`src/rtl/mem_port_arbiter.sv`:
```
// Two-requester round-robin arbiter for a single shared memory port.
// Requester 0 is instruction fetch and requester 1 is data; each access has a bounded wait.
module mem_port_arbiter #(
    parameter int TIMEOUT = 16
) (
    input  logic        clk,
    input  logic        reset,
    input  logic        req0,
    input  logic        req1,
    input  logic [31:0] addr0,
    input  logic [31:0] addr1,
    input  logic [31:0] wdata0,
    input  logic [31:0] wdata1,
    input  logic        we0,
    input  logic        we1,
    output logic        ack0,
    output logic        ack1,
    output logic [31:0] rdata,
    output logic        err,
    output logic        sel,
    output logic        busy,
    output logic        mem_req,
    output logic        mem_we,
    output logic [31:0] mem_addr,
    output logic [31:0] mem_wdata,
    input  logic [31:0] mem_rdata,
    input  logic        mem_ready
);

    typedef enum logic [1:0] {IDLE, ACCESS, DONE} state_t;

    state_t      state;
    logic        last_grant;
    logic [7:0]  wait_cnt;
    logic        any_req;
    logic        win;
    logic        finish;

    // On a tie the requester that did not win last time goes next.
    always_comb begin
        any_req = req0 | req1;
        if (req0 && req1)
            win = ~last_grant;
        else
            win = req1;
    end

    assign finish = mem_ready || (wait_cnt == 8'(TIMEOUT - 1));

    always_ff @(posedge clk) begin
        if (reset) begin
            state      <= IDLE;
            last_grant <= 1'b1;
            wait_cnt   <= 8'd0;
            ack0       <= 1'b0;
            ack1       <= 1'b0;
            mem_req    <= 1'b0;
            mem_we     <= 1'b0;
            busy       <= 1'b0;
            err        <= 1'b0;
            sel        <= 1'b0;
            rdata      <= 32'd0;
            mem_addr   <= 32'd0;
            mem_wdata  <= 32'd0;
        end else begin
            ack0 <= 1'b0;
            ack1 <= 1'b0;
            case (state)
                IDLE: begin
                    if (any_req) begin
                        state      <= ACCESS;
                        sel        <= win;
                        last_grant <= win;
                        mem_addr   <= win ? addr1 : addr0;
                        mem_wdata  <= win ? wdata1 : wdata0;
                        mem_we     <= win ? we1 : we0;
                        mem_req    <= 1'b1;
                        busy       <= 1'b1;
                        wait_cnt   <= 8'd0;
                    end
                end
                ACCESS: begin
                    if (finish) begin
                        // A real completion wins over a timeout in the same cycle.
                        rdata   <= mem_ready ? mem_rdata : 32'd0;
                        err     <= ~mem_ready;
                        state   <= DONE;
                        mem_req <= 1'b0;
                        mem_we  <= 1'b0;
                        ack0    <= ~sel;
                        ack1    <= sel;
                    end else begin
                        wait_cnt <= wait_cnt + 8'd1;
                    end
                end
                DONE: begin
                    state <= IDLE;
                    busy  <= 1'b0;
                end
                default: state <= IDLE;
            endcase
        end
    end

endmodule

```
`config.mk`:
```
export PLATFORM = sky130hd
export DESIGN_NAME = mem_port_arbiter
export DESIGN_NICKNAME = d
export VERILOG_FILES = /design/src/rtl/mem_port_arbiter.sv
export SDC_FILE = /design/constraint.sdc
export NUM_CORES = 1
export LEC_CHECK = 0
export ABC_CLOCK_PERIOD_IN_PS = 5800
export CAP_MARGIN = 25
export CELL_PAD_IN_SITES_DETAIL_PLACEMENT = 1
export CELL_PAD_IN_SITES_GLOBAL_PLACEMENT = 2
export CORE_ASPECT_RATIO = 2
export CORE_MARGIN = 5
export CORE_UTILIZATION = 23
export CTS_CLUSTER_SIZE = 20
export DETAILED_ROUTE_END_ITERATION = 6
export PLACE_DENSITY = 0.9
export SLEW_MARGIN = 20
export SYNTH_ARGS = -nofsm -noshare
export SYNTH_HDL_FRONTEND = slang
export SYNTH_SLANG_ARGS = --single-unit
```
`constraint.sdc`:
```
create_clock -name clk -period 5.8 [get_ports clk]
set_input_delay 1.16 -clock clk [delete_from_list [all_inputs] [get_ports clk]]
set_output_delay 1.16 -clock clk [all_outputs]
set_load 0.01 [all_outputs]
```
### Word level (Yosys, flattened, before mapping)

Index checks and enable logic that the tools add are counted.

| word-level totals | value |
|---|---|
| bits in writable memories | 0 |
| word-level logic and storage cells | 55 |
| bits of input ports | 167 |
| memories | 0 |
| memory bits (read-only) | 0 |
| output and inout bits | 103 |
| register bits | 114 |
| latch bits | 0 |

| operators by class | value |
|---|---|
| $add $sub $neg | 1 |
| shifts and indexed selects | 0 |
| equality and inequality tests | 6 |
| multiply operators | 0 |
| bitwise logic cells | 6 |
| reductions and logical operators | 12 |
| divide/modulo/power cells | 0 |
| magnitude comparators | 0 |
| multiplexer cells | 17 |

Operator list:

| operator | count |
|---|---|
| 2-to-1 mux 32 bit | 3 |
| 2-to-1 mux 8 bit | 2 |
| one-hot mux 8 bit (2 select lines) | 1 |
| adder 8 x 1 -> 8 bit (second input constant) | 1 |
| equality test 8 x 4 -> 1 bit (second input constant) | 1 |
| AND reduction 2 bit | 4 |
| inequality test 2 bit (second input constant) | 3 |
| one-hot mux 1 bit (2 select lines) | 3 |
| AND reduction 3 bit | 2 |
| 2-to-1 mux 1 bit | 5 |
| inverter 1 bit | 5 |
| 2-to-1 mux 2 bit | 2 |
| one-hot mux 2 bit (2 select lines) | 1 |
| nonzero test 2 bit | 2 |
| OR reduction 3 bit | 1 |
| equality test 2 x 1 -> 1 bit (second input constant) | 1 |
| equality test 2 bit (second input constant) | 1 |
| logical NOT 2 bit | 1 |
| logical AND 1 bit | 1 |
| logical OR 1 bit | 1 |
| OR 1 bit | 1 |

### Depth between registers and ports, before layout

Gate-level depths: netlist of the first run.

| logic depth | value |
|---|---|
| word-level depth | 5 |
| mapped depth | 7 |

### Worst setup path before layout of the first run

No wires, ideal clock.

| timing path | value |
|---|---|
| path kind | input -> register |
| start | in reset |
| end | reg wait_cnt[6] |
| required time | 5.726 ns |
| setup slack | 3.537 ns |
| stages on the path | 4 |
| library setup time | 0.074 ns |
| data arrival time | 2.189 ns |
| path buffers | 0 |
| cells stage by stage | or3b_1 > a211oi_1 > a31oi_1 > a31oi_1 |

RTL lines:

| what | line | source |
|---|---|---|
| start: declaration | 7 | `input logic reset,` |
| end signal: assignment | 93 | `wait_cnt <= wait_cnt + 8'd1;` |
| end: declaration | 34 | `logic [7:0] wait_cnt;` |

### Final worst setup path of the first run

| timing path | value |
|---|---|
| start | in req0 |
| end | reg mem_addr[14] |

| on the way | value |
|---|---|
| longest elaborated chain between the ends | 3 |

RTL lines:

| what | line | source |
|---|---|---|
| start: declaration | 8 | `input logic req0,` |
| logical AND 1 bit | 42 | `if (req0 && req1)` |
| 2-to-1 mux 1 bit | 42 |  |
| 2-to-1 mux 32 bit | 74 | `mem_addr <= win ? addr1 : addr0;` |
| end signal: assignment | 74 |  |
| end: declaration | 24 | `output logic [31:0] mem_addr,` |

Parallel ways exist; a longest one is shown, timed or not.
A chain may end at the register's enable or synchronous reset.

==> metrics.cfg, run 1 <==
[outcome]
outcome=complete, no violations

[timing]
worst_pin_slew_ns=0.922
hold_viol_final=0
relSlewSlack=0.379
period_share=0.535
clock.fmax_mhz=322
rsz0062_at_grt=no
min_period_ns=3.10
maxSlewViolCount=0
setup_viol=0
finClkSkew_ns=0.00814
tns_ns=0

[critical_path]
crit_slowest_cell=o21a_4
reg2reg_depth=5
critical_path.max_stage_delay_ns=0.72
path_buf_inv=2
worstSetupStartpointType=input port
cp_top_family=buffers and inverters
worstSetupPathType=in2reg
cp-startpoint=req0
crit_path_max_fanout=81
crit_chain=clkdlybuf4s50_1 > o21a_4 > buf_4 > nor2_1 > a211oi_1
arrival_ns=3.41
crit_required_ns=6.10
rrSetupSlack_ns=3.17
worstSetupPathDepth=5
end_kind=flop
endpoint=mem_addr[14]$_SDFFE_PP0P_
r2r_end=mem_addr[14]$_SDFFE_PP0P_
r2r-start=state[1]$_SDFFE_PP0P_

[finish]
mostFrequentLayoutCells=clkdlybuf4s50_1, dfxtp_1, nor2_1, a211oi_1, mux2i_1
nNetsFinal=870
multi_input_area_um2=2100
layout_commonest_cell=clkdlybuf4s50_1
layout-drive-gt1-share=0.0602
fin_util=0.409
nFillCells=2218
fin_area_um2=8070
seqCellArea_um2=2280
area_delta_synth_final_pct=76.4

[yosys]
synth_adder_area_share=0.00273
synth_top_cell_area_share=0.499
yosys.area_share.simple=0.0913
syn_area_um2=4580
syn_inst=446
synth.avg_cell_area_um2=10.3
synth_top_family_by_area=compound AO/OA/AOI/OAI gates
ys_types=39
synth-seq-cells=114
yosys.area.top_type=dfxtp_1
yosys_warnings=0
synth_xor_area_frac=0
synth_compound_area_frac=0.216
syn_nets=614
seq_area_frac_synth=0.499
synthMuxAreaShare=0.145
synth.area.top_cells=dfxtp_1, mux2i_1, a211oi_1

[power_and_ir_drop]
finalPower_w=0.00247
p_sw_frac=0.253
p_comb_frac=0.203
powerDensity_nw_per_um2=306
sequentialPowerShare=0.361
ir_drop_v=0.000154
share_clk_of_total_power=0.435
p_sw_w=0.000625
leakagePower_nw=3.04
intPower_w=0.00184

[floorplanning]
rows=73
die-area_um2=23000
core_area_um2=19700
die_h_um=209
initial_core_util=0.232
io_pins=270
chipWidth_um=110

[global_routing]
grt_pass1_vias=4688
antenna_found_initial=2
grt_max_degree=82
grt_pass1_wl_um=26200
grt-ovfl-total=0
grtUsageTotal=0.152

[cts]
clk_latency_ns=0.41
htreeDepth=4
ctsLongestPathBuffers=2
cts_tree=done
postCtsSetupBuffers=0
clock-root-buffer=clkbuf_16
cts_buffers=17
cts.sinks=114
cts_resized=0
cts.clk_slew.worst_paths_ns=0.05
hold_buffers=0

[placement]
dp_hpwl_um=13600
place_area_um2=7460
portBuffers=269
place_congestion=0.767

[routing]
ant_nets=0
highest_layer=met4
wirelength_um=17700
vias_per_cell=4.56
drt_pass1_iterations=4
drt_iter0_drc=105
wl_met2_um=10100
met3_length_um=1010
wl_met1_um=6180
drc_errors=0
vias=4459
wl_per_cell_um=18.1

[job]
drv_cap=0

[worst_hold_path]
hp-class=reg2reg

[kinds of logic (layout without fill, tap and decap cells)]
kind of cell	after synthesis	after routing
AOI/OAI and AO/OA	127	127
muxes	66	66
other	0	2
adders and majority gates	1	1
buffers and inverters	44	312
and+or+nand+nor	94	94
DFF	114	114
[power groups by stage]
stage,clock network (W),registers (W),logic [W]
after floorplan,0,0.000936,0.000181
after global routing,0.00114,0.000901,0.000541
after CTS,0.00111,0.000893,0.000512
after global placement,0,0.000905,0.000502
final,0.00107,0.000892,0.000502
after detailed placement,0,0.000909,0.000510
[worst min-delay path by stage]
| stage | start | to | slack [ns] | depth (start not counted) |
|---|---|---|---|---|
| after detailed placement | rdata[8]$_SDFFE_PP0P_ | rdata[8]$_SDFFE_PP0P_ | 0.46 | 1 |
| after floorplan | wait_cnt[7]$_SDFFE_PP0P_ | wait_cnt[7]$_SDFFE_PP0P_ | 0.47 | 1 |
| after global placement | mem_we$_SDFFE_PP0P_ | mem_we$_SDFFE_PP0P_ | 0.46 | 1 |
| after global routing | rdata[23]$_SDFFE_PP0P_ | rdata[23]$_SDFFE_PP0P_ | 0.49 | 1 |
| final | rdata[14]$_SDFFE_PP0P_ | rdata[14]$_SDFFE_PP0P_ | 0.48 | 1 |
| after CTS | rdata[8]$_SDFFE_PP0P_ | rdata[8]$_SDFFE_PP0P_ | 0.48 | 1 |
[per-stage QoR]
stage / std cells / hold slack (ns) / worst slack [ns]
floorplan: 446 / 0.471 / 3.54
global placement: 945 / 0.458 / 2.34
CTS: 976 / 0.482 / 2.69
finish: 978 / 0.475 / 2.70
global route: 978 / 0.490 / 2.50
detailed placement: 945 / 0.464 / 2.25
[worst reg2reg max path: cells and delay by family (launching register included)]
| family | cells | cell delay (ns) |
|---|---|---|
| AO/OA/AOI/OAI | 2 | 1.04 |
| AND/OR/NAND/NOR | 2 | 0.53 |
| buffers and inverters | 1 | 0.58 |
| flip-flops | 1 | 0.37 |
[synth_stat cells (all sizes together)]
cell type,instances
nand3,1
buf,25
a41o,1
a211oi,66
ha,1
and3,5
a21boi,1
nand4,2
nor4,1
nor3,2
dfxtp,114
a31oi,5
and2,1
a31o,1
mux2i,65
o21ai,5
inv,6
or3,1
o21a,2
clkbuf,13
a2111oi,2
or3b,1
a22o,33
mux2,1
and4,1
o31a,1
nand2,6
a21o,1
nor2,71
nand3b,1
a22oi,1
nor2b,1
a21oi,8
[layout make-up]
| type | count | area share |
|---|---|---|
| clock buffers | 21 | 0.0583 |
| flip-flops and latches | 114 | 0.283 |
| clock inverters | 10 | 0.0164 |
| repair buffers | 275 | 0.339 |
| well taps | 262 | 0.0406 |
| diodes | 2 | 0.000620 |
| inverters | 6 | 0.00279 |
| multi-input cells | 288 | 0.260 |
[sequential cells by signal, indices dropped and copies added (netlist names)]
register and count:
ack1 1, mem_addr 32, ack0 1, mem_wdata 32, state 2, busy 1
wait_cnt 8, sel 1, last_grant 1, mem_we 1, rdata 32, mem_req 1
err 1
[per-layer routing]
layer | up-vias | global-route usage
met5 | - | 0
met4 | 0 | 0.0801
met3 | 21 | 0.0366
met2 | 159 | 0.288
met1 | 2116 | 0.145
li1 | 2163 | -
Note: power is estimated with default switching activity, not from simulation.
==> inputs of run 2 (changes only) <==
ABC_CLOCK_PERIOD_IN_PS = 3240   (was 5800)
CORE_UTILIZATION = 21   (was 23)
PLACE_DENSITY = 0.84   (was 0.9)
clock period = 3.24 ns   (was 5.8 ns; I/O delays follow)
==> run 2 against run 1 <==
Effect of this change: via count fell by 0.74%; critical path depth did not move; sequential share of layout area fell by 0.37 points; combinational power rose by 84%; cell area rose by 1.3%; clock skew fell by 0.0015 ns; largest cell class unchanged; largest power group unchanged.
==> metrics.cfg, run 2 (synthesis gave the netlist of run 1 again) <==
[global_routing]
grt_pass1_wl_um=26700
grtUsageTotal=0.141
grt_pass1_vias=4715
grt-ovfl-total=0
grt_max_degree=54
antenna_found_initial=1

[finish]
fin_cells=992
top_regs=mem_addr (32), mem_wdata (32), rdata (32)
nNetsFinal=874
area_delta_synth_final_pct=78.7
layout-drive-gt1-share=0.0668
antennaDiodeCount=0
mostFrequentLayoutCells=clkdlybuf4s50_1, dfxtp_1, nor2_1, a211oi_1, mux2i_1
layout_commonest_cell=clkdlybuf4s50_1

[cts]
clk_latency_ns=0.42
cts.clk_slew.worst_paths_ns=0.06
postCtsSetupBuffers=0
htreeDepth=4
cts_tree=done
hold_buffers=0
cts_buffers=17
clock-root-buffer=clkbuf_16
cts_resized=0
cts.sinks=114
ctsLongestPathBuffers=2

[floorplanning]
io_pins=270
rows=76
die_h_um=219
initial_core_util=0.213
core_area_um2=21500
chipWidth_um=114
die-area_um2=25000

[worst_hold_path]
worstHoldStart=mem_req$_SDFFE_PP0P_
hp-class=reg2reg
hold_end=mem_req$_SDFFE_PP0P_
holdPathStages=1

[timing]
hold_viol_final=0
relSlewSlack=0.505
setup_viol=0
worst_pin_slew_ns=0.742
period_share=0.649
finClkSkew_ns=0.00662
tns_ns=0
maxSlewViolCount=0
clock.fmax_mhz=476
min_period_ns=2.10
rsz0062_at_grt=no

[routing]
drc_errors=0
wl_per_cell_um=17.9
drt_pass1_iterations=5
drt_iter0_drc=85
ant_nets=0
wirelength_um=17800
vias_per_cell=4.46
vias=4426

[critical_path]
rrSetupSlack_ns=1.14
crit_required_ns=3.54
arrival_ns=2.40
worstSetupPathType=reg2reg
reg2reg_depth=5
worstSetupStartpointType=flop
r2r-start=wait_cnt[0]$_SDFFE_PP0P_
end_kind=flop
r2r_end=wait_cnt[3]$_SDFFE_PP0P_
cp-startpoint=wait_cnt[0]$_SDFFE_PP0P_
crit_path_max_fanout=7

[power_and_ir_drop]
intPower_w=0.00341
sequentialPowerShare=0.350
share_clk_of_total_power=0.448
leakagePower_nw=3.09
p_comb_frac=0.202
powerDensity_nw_per_um2=558
ir_drop_v=0.000265
p_sw_frac=0.253
finalPower_w=0.00456
p_sw_w=0.00115

[placement]
dp_hpwl_um=13800
place_inst=960
place_congestion=0.796
portBuffers=269

[job]
drv_cap=0

[outcome]
outcome=complete, no violations

[run 2: cell types whose count changed in the layout (fill, tap and decap cells not counted), sizes merged]
cell | previous run | this run
inv | 6 | 8
clkinv | 4 | 3
buf | 7 | 11
clkinvlp | 3 | 2
diode | 2 | 0
bufinv | 3 | 4
[run 2: area by class of cell]
type | instances | area [µm²]
Fill cell | 2422 | 13300
Timing Repair Buffer | 279 | 2790
Sequential cell | 114 | 2280
Multi-Input combinational cell | 288 | 2100
Clock buffer | 21 | 470
Tap cell | 273 | 342
Clock inverter | 11 | 175
Inverter | 6 | 22.5
[run 2: critical path, stage by stage, from the launching register on]
cell	delay (ns)
dfxtp_1	0.36
ha_1	0.28
and3_1	0.30
a2111oi_4	0.51
nand4_1	0.20
mux2_1	0.33
[run 2: stage by stage]
step / instance area (µm²) / setup WS, ns / hold WS [ns] / util
4_1_cts: 8180 / 1.11 / 0.480 / 0.380
5_1_grt: 8180 / 0.999 / 0.490 / 0.380
2_1_floorplan: 4580 / 1.40 / 0.471 / -
3_5_place_dp: 7530 / 0.727 / 0.463 / 0.350
3_3_place_gp: 7530 / 0.758 / 0.455 / 0.350
6_report: 8180 / 1.14 / 0.478 / 0.380
[run 2: power groups by stage]
| stage | combinational, W | clock (W) | sequential [W] |
|---|---|---|---|
| 2_1_floorplan | 0.000325 | 0 | 0.00168 |
| 3_5_place_dp | 0.000940 | 0 | 0.00162 |
| 4_1_cts | 0.000946 | 0.00211 | 0.00160 |
| 6_report | 0.000922 | 0.00204 | 0.00159 |
| 5_1_grt | 0.000997 | 0.00217 | 0.00161 |
| 3_3_place_gp | 0.000927 | 0 | 0.00162 |
[run 2: metal layers]
layer  track usage  wire (µm)
met5             0         10
met3        0.0435       1160
met2         0.281      10400
met4        0.0543        369
met1         0.127       5810
[run 2: how the worst max path moves through the flow]
stage | endpoint | slack, ns | cells past startpoint
2_1_floorplan | wait_cnt[3]$_SDFFE_PP0P_ | 1.40 | 6
3_3_place_gp | wait_cnt[6]$_SDFFE_PP0P_ | 0.76 | 5
3_5_place_dp | mem_wdata[25]$_SDFFE_PP0P_ | 0.73 | 5
4_1_cts | wait_cnt[3]$_SDFFE_PP0P_ | 1.11 | 5
5_1_grt | wait_cnt[3]$_SDFFE_PP0P_ | 1.0 | 5
6_report | wait_cnt[3]$_SDFFE_PP0P_ | 1.14 | 5
==> inputs of run 3 (changes only) <==
ABC_CLOCK_PERIOD_IN_PS = 1810   (was 3240)
CORE_UTILIZATION = 19   (was 21)
PLACE_DENSITY = 0.8   (was 0.84)
clock period = 1.81 ns   (was 3.24 ns; I/O delays follow)
==> run 3 against run 2 <==
Effect of this change: worst hold slack lost 0.18 ns; register-to-register slack got worse by 1.0 ns; clock skew rose by 0.0030 ns; utilization fell by 2.1 points; largest power group unchanged.
==> metrics.cfg, run 3 (synthesis gave the netlist of run 1 again) <==
[critical_path]
worstSetupPathType=reg2out
path_buf_inv=1
crit_slowest_cell=clkdlybuf4s50_1
rrSetupSlack_ns=0.10
crit_path_max_fanout=2
reg2reg_depth=5
crit_required_ns=1.45
worstSetupStartpointType=flop
arrival_ns=1.36
cp_top_family=buffers and inverters
r2r-start=wait_cnt[0]$_SDFFE_PP0P_
worstSetupPathDepth=1
end_kind=output port
cp-startpoint=mem_wdata[9]$_SDFFE_PP0P_
critical_path.max_stage_delay_ns=0.60
endpoint=mem_wdata[9]
r2r_end=wait_cnt[3]$_SDFFE_PP0P_
crit_chain=clkdlybuf4s50_1

[global_routing]
grt-ovfl-total=0
antenna_found_initial=1
grt_max_degree=53
grtUsageTotal=0.135
grt_pass1_wl_um=27900
grt_pass1_vias=4741

[finish]
layout_commonest_cell=clkdlybuf4s50_1
antennaDiodeCount=0
fin_cells=1040
nFillCells=2650
layout-drive-gt1-share=0.114
area_delta_synth_final_pct=87.3
mostFrequentLayoutCells=clkdlybuf4s50_1, dfxtp_1, nor2_1, a211oi_1, mux2i_1
top_regs=mem_addr (32), mem_wdata (32), rdata (32)
nNetsFinal=909

[timing]
maxSlewViolCount=0
finClkSkew_ns=0.00959
hold_viol_final=0
relSlewSlack=0.684
worst_pin_slew_ns=0.462
min_period_ns=1.72
tns_ns=0
setup_viol=0
rsz0062_at_grt=no
clock.fmax_mhz=582
period_share=0.950

[floorplanning]
io_pins=270
core_area_um2=23800
die_h_um=229
initial_core_util=0.192
rows=80
chipWidth_um=120
die-area_um2=27500

[cts]
cts.clk_slew.worst_paths_ns=0.06
cts_tree=done
clk_latency_ns=0.43
htreeDepth=4
cts.sinks=114
clock-root-buffer=clkbuf_16
cts_buffers=17
ctsLongestPathBuffers=2

[power_and_ir_drop]
ir_drop_v=0.000648
finalPower_w=0.00837
leakagePower_nw=3.30
powerDensity_nw_per_um2=977

[routing]
wl_per_cell_um=18.0
wirelength_um=18700
drc_errors=0
vias_per_cell=4.40
ant_nets=0
vias=4578
drt_pass1_iterations=4
drt_iter0_drc=55

[outcome]
outcome=complete, no violations

[placement]
place_congestion=0.777
place_inst=1007
dp_hpwl_um=14900
portBuffers=269

[job]
drv_cap=0

[worst_hold_path]
hp-class=in2reg

run 3: cell types whose count changed in the layout (fill, tap and decap cells not counted), sizes merged:
cell / delta
buf: +35
bufinv: +2
clkbuf: -2
inv: -2
clkinvlp: -1
dlygate4sd2: +1
clkinv: +2
clkdlybuf4s50: -1
run 3: repair_timing:
action / 4_1_cts / 5_1_grt
setup buffers: 0 / 2
pin swaps: 0 / 2
resized for setup: 1 / 1
gates cloned: 0 / 0
setup endpoints to repair: 1 / 9
hold buffers: 0 / 0
run 3: layout make-up:
cell class              instances  area, µm²  area share
inverters                       6       22.5     0.00263
well taps                     287        359      0.0419
clock inverters                12        213      0.0248
multi-input cells             288       2120       0.247
flip-flops and latches        114       2290       0.267
repair buffers                314       3140       0.366
clock buffers                  19        433      0.0505
run 3: worst min path at each step:
stage                           endpoint  slack [ns]  cells after the start            startpoint
global route           busy$_SDFFE_PP0P_        0.30                      3                 reset
CTS                    busy$_SDFFE_PP0P_        0.26                      3                 reset
finish                 busy$_SDFFE_PP0P_        0.30                      3                 reset
floorplan               err$_SDFFE_PP0P_        0.46                      1             mem_ready
detailed placement  mem_req$_SDFFE_PP0P_        0.45                      1  mem_req$_SDFFE_PP0P_
global placement    mem_req$_SDFFE_PP0P_        0.45                      1  mem_req$_SDFFE_PP0P_
run 3: through the flow:
stage	hold WS, ns	setup slack [ns]	utilization	cell area, µm²
after floorplan	0.459	-0.000200	-	4600
after global placement	0.454	-0.179	0.332	7910
after detailed placement	0.453	-0.221	0.332	7910
after CTS	0.263	0.0152	0.359	8550
after global routing	0.302	0.00169	0.360	8570
final	0.301	0.0904	0.360	8570
run 3: layer usage:
metal  vias to the layer above  global-route usage  share of wire
met1                      2111               0.123           0.34
met3                        44              0.0400          0.059
met5                         -                   0        0.00096
met4                         2              0.0832          0.046
li1                       2240                   -              -
met2                       181               0.255           0.55
run 3: report_power, final:
| group | total, W | switching, W | leakage, nW | internal, W |
|---|---|---|---|---|
| logic | 0.00176 | 0.000728 | 2.04 | 0.00103 |
| registers | 0.00286 | 0.000122 | 0.941 | 0.00274 |
| clock network | 0.00375 | 0.00120 | 0.316 | 0.00256 |
